<file path="config.mk">
export PLATFORM = sky130hd
export DESIGN_NAME = seven_seg_scan_driver
export DESIGN_NICKNAME = d
export VERILOG_FILES = /design/src/rtl/seven_seg_scan_driver.sv
export SDC_FILE = /design/constraint.sdc
export NUM_CORES = 1
export LEC_CHECK = 0
export CAP_MARGIN = 10
export CORE_MARGIN = 3
export CORE_UTILIZATION = 68
export DETAILED_ROUTE_END_ITERATION = 16
export DONT_BUFFER_PORTS = 1
export GPL_TIMING_DRIVEN = 0
export HOLD_SLACK_MARGIN = 0.05
export MAX_ROUTING_LAYER = met4
export PLACE_DENSITY = 0.89
export RECOVER_POWER = 25
export SLEW_MARGIN = 20
export SYNTH_ARGS = -nofsm -noshare
export SYNTH_HDL_FRONTEND = slang
export SYNTH_SLANG_ARGS = --single-unit
</file>
<file path="constraint.sdc">
create_clock -name clk_i -period 6.6 [get_ports clk_i]
set_input_delay 1.32 -clock clk_i [delete_from_list [all_inputs] [get_ports clk_i]]
set_output_delay 1.32 -clock clk_i [all_outputs]
set_load 0.005 [all_outputs]
</file>
<file path="src/rtl/seven_seg_scan_driver.sv">
// Scanned multi-digit seven-segment driver: shadow digit registers, per-digit dwell with
// a leading guard cycle, leading-zero blanking, per-digit decimal point and blinking.
module seven_seg_scan_driver #(
    parameter int NUM_DIGITS   = 6,
    parameter int DWELL_CYCLES = 1000,
    parameter int BLINK_FRAMES = 64
) (
    input  logic                    clk_i,
    input  logic                    rst_i,
    input  logic [4*NUM_DIGITS-1:0] digits_i,
    input  logic                    load_i,
    input  logic                    blank_lz_i,
    input  logic [NUM_DIGITS-1:0]   dp_i,
    input  logic [NUM_DIGITS-1:0]   blink_i,
    output logic [6:0]              seven_seg_o,
    output logic                    dp_o,
    output logic [NUM_DIGITS-1:0]   digit_en_o,
    output logic                    frame_o
);

    localparam int DW = $clog2(DWELL_CYCLES);
    localparam int IW = (NUM_DIGITS > 1) ? $clog2(NUM_DIGITS) : 1;
    localparam int FW = (BLINK_FRAMES > 1) ? $clog2(BLINK_FRAMES) : 1;

    localparam logic [DW-1:0] DWELL_LAST = DW'(DWELL_CYCLES - 1);
    localparam logic [IW-1:0] IDX_LAST   = IW'(NUM_DIGITS - 1);
    localparam logic [FW-1:0] FRAME_LAST = FW'(BLINK_FRAMES - 1);

    function automatic logic [6:0] decode(input logic [3:0] bcd);
        case (bcd)
            4'd0:    decode = 7'h3F;
            4'd1:    decode = 7'h06;
            4'd2:    decode = 7'h5B;
            4'd3:    decode = 7'h4F;
            4'd4:    decode = 7'h66;
            4'd5:    decode = 7'h6D;
            4'd6:    decode = 7'h7D;
            4'd7:    decode = 7'h07;
            4'd8:    decode = 7'h7F;
            4'd9:    decode = 7'h6F;
            default: decode = 7'h49;
        endcase
    endfunction

    logic [DW-1:0]           dwell_q, dwell_d;
    logic [IW-1:0]           idx_q, idx_d;
    logic [FW-1:0]           frame_cnt_q, frame_cnt_d;
    logic                    blink_on_q, blink_on_d;

    logic [4*NUM_DIGITS-1:0] digits_q;
    logic [NUM_DIGITS-1:0]   dp_q;
    logic [NUM_DIGITS-1:0]   blink_q;

    logic [3:0]              slot_digit_q;
    logic                    slot_dp_q;
    logic                    slot_blink_q;
    logic                    slot_uz_q;

    logic [6:0]              seg_q, seg_d;
    logic                    dp_out_q, dp_out_d;
    logic [NUM_DIGITS-1:0]   en_q, en_d;
    logic                    frame_q, frame_d;

    logic [NUM_DIGITS-1:0]   upper_zero;
    logic                    zero_acc;
    logic [3:0]              sel_digit;
    logic                    sel_dp;
    logic                    sel_blink;
    logic                    sel_uz;
    logic                    guard;
    logic                    dwell_wrap;
    logic                    frame_wrap;

    // upper_zero[k]: shadow digits k..NUM_DIGITS-1 are all zero; digit 0 is never blanked.
    always_comb begin
        upper_zero = '0;
        zero_acc   = 1'b1;
        for (int k = NUM_DIGITS - 1; k >= 1; k--) begin
            zero_acc      = zero_acc & (digits_q[4*k +: 4] == 4'd0);
            upper_zero[k] = zero_acc;
        end
    end

    always_comb begin
        sel_digit = '0;
        sel_dp    = 1'b0;
        sel_blink = 1'b0;
        sel_uz    = 1'b0;
        for (int k = 0; k < NUM_DIGITS; k++) begin
            if (idx_q == IW'(k)) begin
                sel_digit = digits_q[4*k +: 4];
                sel_dp    = dp_q[k];
                sel_blink = blink_q[k];
                sel_uz    = upper_zero[k];
            end
        end
    end

    always_comb begin
        guard       = (dwell_q == '0);
        dwell_wrap  = (dwell_q == DWELL_LAST);
        frame_wrap  = dwell_wrap && (idx_q == IDX_LAST);

        dwell_d     = dwell_wrap ? '0 : dwell_q + DW'(1);
        idx_d       = idx_q;
        frame_cnt_d = frame_cnt_q;
        blink_on_d  = blink_on_q;
        if (dwell_wrap) begin
            idx_d = (idx_q == IDX_LAST) ? '0 : idx_q + IW'(1);
        end
        if (frame_wrap) begin
            if (frame_cnt_q == FRAME_LAST) begin
                frame_cnt_d = '0;
                blink_on_d  = ~blink_on_q;
            end else begin
                frame_cnt_d = frame_cnt_q + FW'(1);
            end
        end

        // Active cycles show the slot latched at the guard; blanking and blink only mask it.
        seg_d    = decode(slot_digit_q);
        dp_out_d = slot_dp_q;
        if (blank_lz_i && slot_uz_q) begin
            seg_d = '0;
        end
        if (!blink_on_q && slot_blink_q) begin
            seg_d    = '0;
            dp_out_d = 1'b0;
        end
        en_d    = NUM_DIGITS'(1) << idx_q;
        frame_d = 1'b0;
        if (guard) begin
            seg_d    = '0;
            dp_out_d = 1'b0;
            en_d     = '0;
            frame_d  = (idx_q == '0);
        end
    end

    always_ff @(posedge clk_i or posedge rst_i) begin
        if (rst_i) begin
            dwell_q      <= '0;
            idx_q        <= '0;
            frame_cnt_q  <= '0;
            blink_on_q   <= 1'b1;
            digits_q     <= '0;
            dp_q         <= '0;
            blink_q      <= '0;
            slot_digit_q <= '0;
            slot_dp_q    <= 1'b0;
            slot_blink_q <= 1'b0;
            slot_uz_q    <= 1'b0;
            seg_q        <= '0;
            dp_out_q     <= 1'b0;
            en_q         <= '0;
            frame_q      <= 1'b0;
        end else begin
            dwell_q     <= dwell_d;
            idx_q       <= idx_d;
            frame_cnt_q <= frame_cnt_d;
            blink_on_q  <= blink_on_d;
            if (load_i) begin
                digits_q <= digits_i;
                dp_q     <= dp_i;
                blink_q  <= blink_i;
            end
            // Slot latch reads the pre-edge shadow, so a load on the guard cycle shows next slot.
            if (guard) begin
                slot_digit_q <= sel_digit;
                slot_dp_q    <= sel_dp;
                slot_blink_q <= sel_blink;
                slot_uz_q    <= sel_uz;
            end
            seg_q    <= seg_d;
            dp_out_q <= dp_out_d;
            en_q     <= en_d;
            frame_q  <= frame_d;
        end
    end

    assign seven_seg_o = seg_q;
    assign dp_o        = dp_out_q;
    assign digit_en_o  = en_q;
    assign frame_o     = frame_q;

endmodule

</file>
==> metrics.txt <==
# TYPE chip_impl_metric gauge
chip_impl_info{name="synth_ff_type",value="sky130_fd_sc_hd__dfrtp_1"} 1
chip_impl_info{name="critical_path.reg2reg.startpoint",value="idx_q[0]$_DFFE_PP0N_"} 1
chip_impl_info{name="grt_setup_unrepaired",value="false"} 1
chip_impl_metric{name="synthCells",unit=""} 334
chip_impl_metric{name="ys_seq_elements",unit=""} 78
chip_impl_metric{name="detail_route.wirelength.met1",unit="µm"} 3320
chip_impl_metric{name="grt_max_degree",unit=""} 43
chip_impl_metric{name="multi_input_comb_area",unit="µm²"} 1580
chip_impl_metric{name="clock_latency",unit="ns"} 0.35
chip_impl_info{name="violations",value="capacitance limit, slew limit"} 1
chip_impl_metric{name="wl",unit="µm"} 7730
chip_impl_metric{name="vdd_drop_max",unit="mV"} 0.260
chip_impl_metric{name="fill_cells",unit=""} 335
chip_impl_info{name="startpoint_type",value="register"} 1
chip_impl_metric{name="dr_wl_met2",unit="µm"} 3770
chip_impl_info{name="worst_setup_path_startpoint",value="idx_q[0]$_DFFE_PP0N_"} 1
chip_impl_metric{name="cts.clk_slew.worst_paths",unit="ns"} 0.08
chip_impl_metric{name="synth_enable_flop_cells",unit=""} 0
chip_impl_metric{name="holdPathStages",unit=""} 1
chip_impl_metric{name="cts-hold-fix-buffers",unit=""} 0
chip_impl_metric{name="ant_nets",unit=""} 0
chip_impl_info{name="worstSetupEndpoint",value="slot_digit_q[3]$_DFFE_PP0N_"} 1
chip_impl_metric{name="synthToLayoutAreaGrowth",unit="%"} 8.73
chip_impl_metric{name="place.port_buffers",unit=""} 0
chip_impl_metric{name="reg2reg_slack",unit="ns"} 4.22
chip_impl_metric{name="synth.yosys.seq_area_share",unit="%"} 52.6
chip_impl_metric{name="clock-sinks",unit=""} 78
chip_impl_metric{name="yosys_warning_count",unit=""} 0
chip_impl_metric{name="timing.final.hold_violations",unit=""} 0
chip_impl_metric{name="detailedRoute.firstPassIterationCount",unit=""} 4
chip_impl_metric{name="first_pass_grt_wire_length",unit="µm"} 12600
chip_impl_metric{name="cts_setup_buffers",unit=""} 0
chip_impl_metric{name="start_util",unit="%"} 71.3
chip_impl_metric{name="clock_skew",unit="ns"} 0.00637
chip_impl_info{name="result_of_the_run",value="finished with violations"} 1
chip_impl_metric{name="overall_track_demand_over_capacity_in_global_routing",unit="%"} 27.1
chip_impl_metric{name="async_flop_share",unit="%"} 100
chip_impl_metric{name="grt_overflow_total",unit=""} 0
chip_impl_metric{name="layoutNonFillerInstCount",unit=""} 421
chip_impl_metric{name="p_leak",unit="nW"} 1.74
chip_impl_info{name="min-delay-path-class",value="register to register"} 1
chip_impl_info{name="reg2reg_to",value="slot_digit_q[3]$_DFFE_PP0N_"} 1
chip_impl_metric{name="final_slew_viol_count",unit=""} 42
chip_impl_metric{name="synth_cell_types",unit=""} 50
chip_impl_metric{name="worst_slew_pin_slew",unit="ns"} 1.88
chip_impl_info{name="setup.worst_path.end_class",value="register"} 1
chip_impl_metric{name="placement_rows",unit=""} 26
chip_impl_metric{name="diodes",unit=""} 0
chip_impl_metric{name="cts-resized-gates",unit=""} 0
chip_impl_info{name="mostFrequentLayoutCells",value="sky130_fd_sc_hd__dfrtp_1, sky130_fd_sc_hd__mux2_2, sky130_fd_sc_hd__nor2_1"} 1
chip_impl_metric{name="power_per_cell_area",unit="nW/µm²"} 244
chip_impl_metric{name="met3WireLength",unit="µm"} 513
chip_impl_info{name="worst-setup-path-type",value="register to register"} 1
chip_impl_metric{name="drive_above_1_share",unit="%"} 19.1
chip_impl_metric{name="synth.net_count",unit=""} 383
chip_impl_metric{name="routed_via_density",unit=""} 6.19
chip_impl_info{name="yosys.area.top_type",value="sky130_fd_sc_hd__dfrtp_1"} 1
chip_impl_info{name="clock_tree.root_cell",value="sky130_fd_sc_hd__clkbuf_8"} 1
chip_impl_metric{name="tritoncts.num_buffers",unit=""} 9
chip_impl_metric{name="syn_area",unit="µm²"} 3710
chip_impl_info{name="clock_tree_from_tritoncts",value="yes"} 1
chip_impl_metric{name="max-slew-margin-rel",unit="%"} -26.3
chip_impl_metric{name="chipHeight",unit="µm"} 79.9
chip_impl_metric{name="die_area",unit="µm²"} 6380
chip_impl_metric{name="timing.critical_path.arrival",unit="ns"} 2.65
chip_impl_metric{name="required",unit="ns"} 6.88
chip_impl_metric{name="setup_viol",unit=""} 0
chip_impl_metric{name="dp.final_hpwl",unit="µm"} 5450
chip_impl_metric{name="place.gp.congestion",unit=""} 0.965
chip_impl_metric{name="die_width",unit="µm"} 79.9
chip_impl_metric{name="wl_per_cell",unit="µm"} 18.4
chip_impl_metric{name="seqCellArea",unit="µm²"} 1950
chip_impl_info{name="top_layer_in_use",value="met4"} 1
chip_impl_metric{name="design.final.nets",unit=""} 395
chip_impl_metric{name="cp_max_fo",unit=""} 10
chip_impl_info{name="synth_top_area_cells",value="sky130_fd_sc_hd__dfrtp_1, sky130_fd_sc_hd__mux2_2, sky130_fd_sc_hd__ha_1"} 1
chip_impl_metric{name="syn_avg_cell_area",unit="µm²"} 11.1
chip_impl_info{name="layout_commonest_cell",value="sky130_fd_sc_hd__dfrtp_1"} 1
chip_impl_metric{name="fp.coreArea",unit="µm²"} 5200
chip_impl_metric{name="dr_total_vias",unit=""} 2608
chip_impl_metric{name="final.setup.tns",unit="ns"} 0
chip_impl_metric{name="period_share",unit="%"} 36.0
chip_impl_metric{name="max_clock_freq",unit="MHz"} 421
chip_impl_metric{name="bufs_on_longest_clock_path",unit=""} 2
chip_impl_metric{name="finalCriticalPeriod",unit="ns"} 2.38
chip_impl_metric{name="design.portCount",unit=""} 55
chip_impl_metric{name="placed_cells_incl_taps",unit=""} 405
chip_impl_metric{name="drt_iter0_drc",unit=""} 159
chip_impl_metric{name="first_global_vias",unit=""} 2593
chip_impl_metric{name="r2r_cells",unit=""} 9
chip_impl_metric{name="grt_antenna_before_repair",unit=""} 0
chip_impl_metric{name="pwr_total",unit="µW"} 985
chip_impl_metric{name="synthDominantCellAreaShare",unit="%"} 51.9
chip_impl_metric{name="cts.htree.levels",unit=""} 3
chip_impl_metric{name="max_cap_violations",unit=""} 1
chip_impl_metric{name="drt_drc_violations_left",unit=""} 0
-- power by group --
part	internal, mW	switching [mW]
registers	0.506	0.0211
logic	0.0324	0.0342
clock network	0.222	0.169
-- flip-flops by register name, summed over array words and instances, names as in the netlist, 3 cells and up --
signal and flops:
blink_q 6, digit_en_o 6, digits_q 24, dp_q 6
dwell_q 10, frame_cnt_q 6, idx_q 3, seven_seg_o 7
slot_digit_q 4
-- routing by layer --
layer	up-vias	GRT usage [%]
met5	-	-
met4	0	12.5
met3	12	5.87
met2	121	40.4
met1	1270	35.9
li1	1205	-
-- cell usage after synthesis (4+ instances only) --
cell and n:
sky130_fd_sc_hd__nand2b_1 7, sky130_fd_sc_hd__nor3_1 7, sky130_fd_sc_hd__and2_1 6, sky130_fd_sc_hd__nand3b_1 4, sky130_fd_sc_hd__dfrtp_1 77, sky130_fd_sc_hd__mux2i_1 9
sky130_fd_sc_hd__ha_1 9, sky130_fd_sc_hd__nor2b_1 6, sky130_fd_sc_hd__a21oi_1 15, sky130_fd_sc_hd__xnor2_1 6, sky130_fd_sc_hd__mux2_2 33, sky130_fd_sc_hd__inv_1 15
sky130_fd_sc_hd__buf_2 6, sky130_fd_sc_hd__nand3_1 6, sky130_fd_sc_hd__nor2_1 25, sky130_fd_sc_hd__and3_1 4, sky130_fd_sc_hd__buf_6 4, sky130_fd_sc_hd__clkbuf_1 5
sky130_fd_sc_hd__nand2_1 22, sky130_fd_sc_hd__o21ai_0 11, sky130_fd_sc_hd__nor4_1 5, sky130_fd_sc_hd__xor2_1 4, sky130_fd_sc_hd__nand4_1 5
-- worst max-delay path, stage by stage, from the launching register on --
cell                       delay (ns)
sky130_fd_sc_hd__dfrtp_1         0.39
sky130_fd_sc_hd__buf_2           0.18
sky130_fd_sc_hd__buf_2           0.23
sky130_fd_sc_hd__and2_1          0.20
sky130_fd_sc_hd__ha_1            0.20
sky130_fd_sc_hd__clkbuf_1        0.23
sky130_fd_sc_hd__or3_1           0.38
sky130_fd_sc_hd__o21ai_0         0.20
sky130_fd_sc_hd__o22ai_1         0.13
sky130_fd_sc_hd__a31oi_1         0.17
-- area by class of cell --
cell class / instances / share of cell area [%]
Sequential cell: 78 / 48.4
Multi-Input combinational cell: 221 / 39.1
Clock buffer: 12 / 3.59
Buffer: 20 / 3.07
Tap cell: 70 / 2.17
Clock inverter: 4 / 1.74
Inverter: 15 / 1.43
Timing Repair Buffer: 1 / 0.496
-- metrics by stage --
step | hold slack [ns] | utilization [%] | area [µm²] | worst slack (ns)
6_report | 0.493 | 77.6 | 4040 | 4.22
5_1_grt | 0.522 | 77.6 | 4040 | 4.04
4_1_cts | 0.496 | 77.6 | 4040 | 4.27
3_5_place_dp | 0.486 | 73.5 | 3820 | 4.28
3_3_place_gp | 0.469 | 73.0 | 3800 | 2.64
2_1_floorplan | 0.447 | - | 3710 | 3.29
-- cell families after synthesis --
family	count (synthesis)	share of synthesized area, %
DFF	78	52.6
AOI/OAI and AO/OA	51	8.89
and+or+nand+nor	108	15.4
xor gates and xnor gates	10	2.36
adders and majority gates	9	3.03
muxes	43	12.8
buffers and inverters	35	4.85
-- worst min path at each step --
stage | endpoint | startpoint | slack (ns)
2_1_floorplan | dp_o$_DFF_PP0_ | slot_blink_q$_DFFE_PP0N_ | 0.45
3_3_place_gp | dwell_q[0]$_DFF_PP0_ | dwell_q[0]$_DFF_PP0_ | 0.47
3_5_place_dp | frame_cnt_q[5]$_DFFE_PP0P_ | frame_cnt_q[5]$_DFFE_PP0P_ | 0.49
4_1_cts | frame_cnt_q[5]$_DFFE_PP0P_ | frame_cnt_q[5]$_DFFE_PP0P_ | 0.50
5_1_grt | dwell_q[0]$_DFF_PP0_ | dwell_q[0]$_DFF_PP0_ | 0.52
6_report | dwell_q[0]$_DFF_PP0_ | dwell_q[0]$_DFF_PP0_ | 0.49
(Power assumes the default switching activity.)
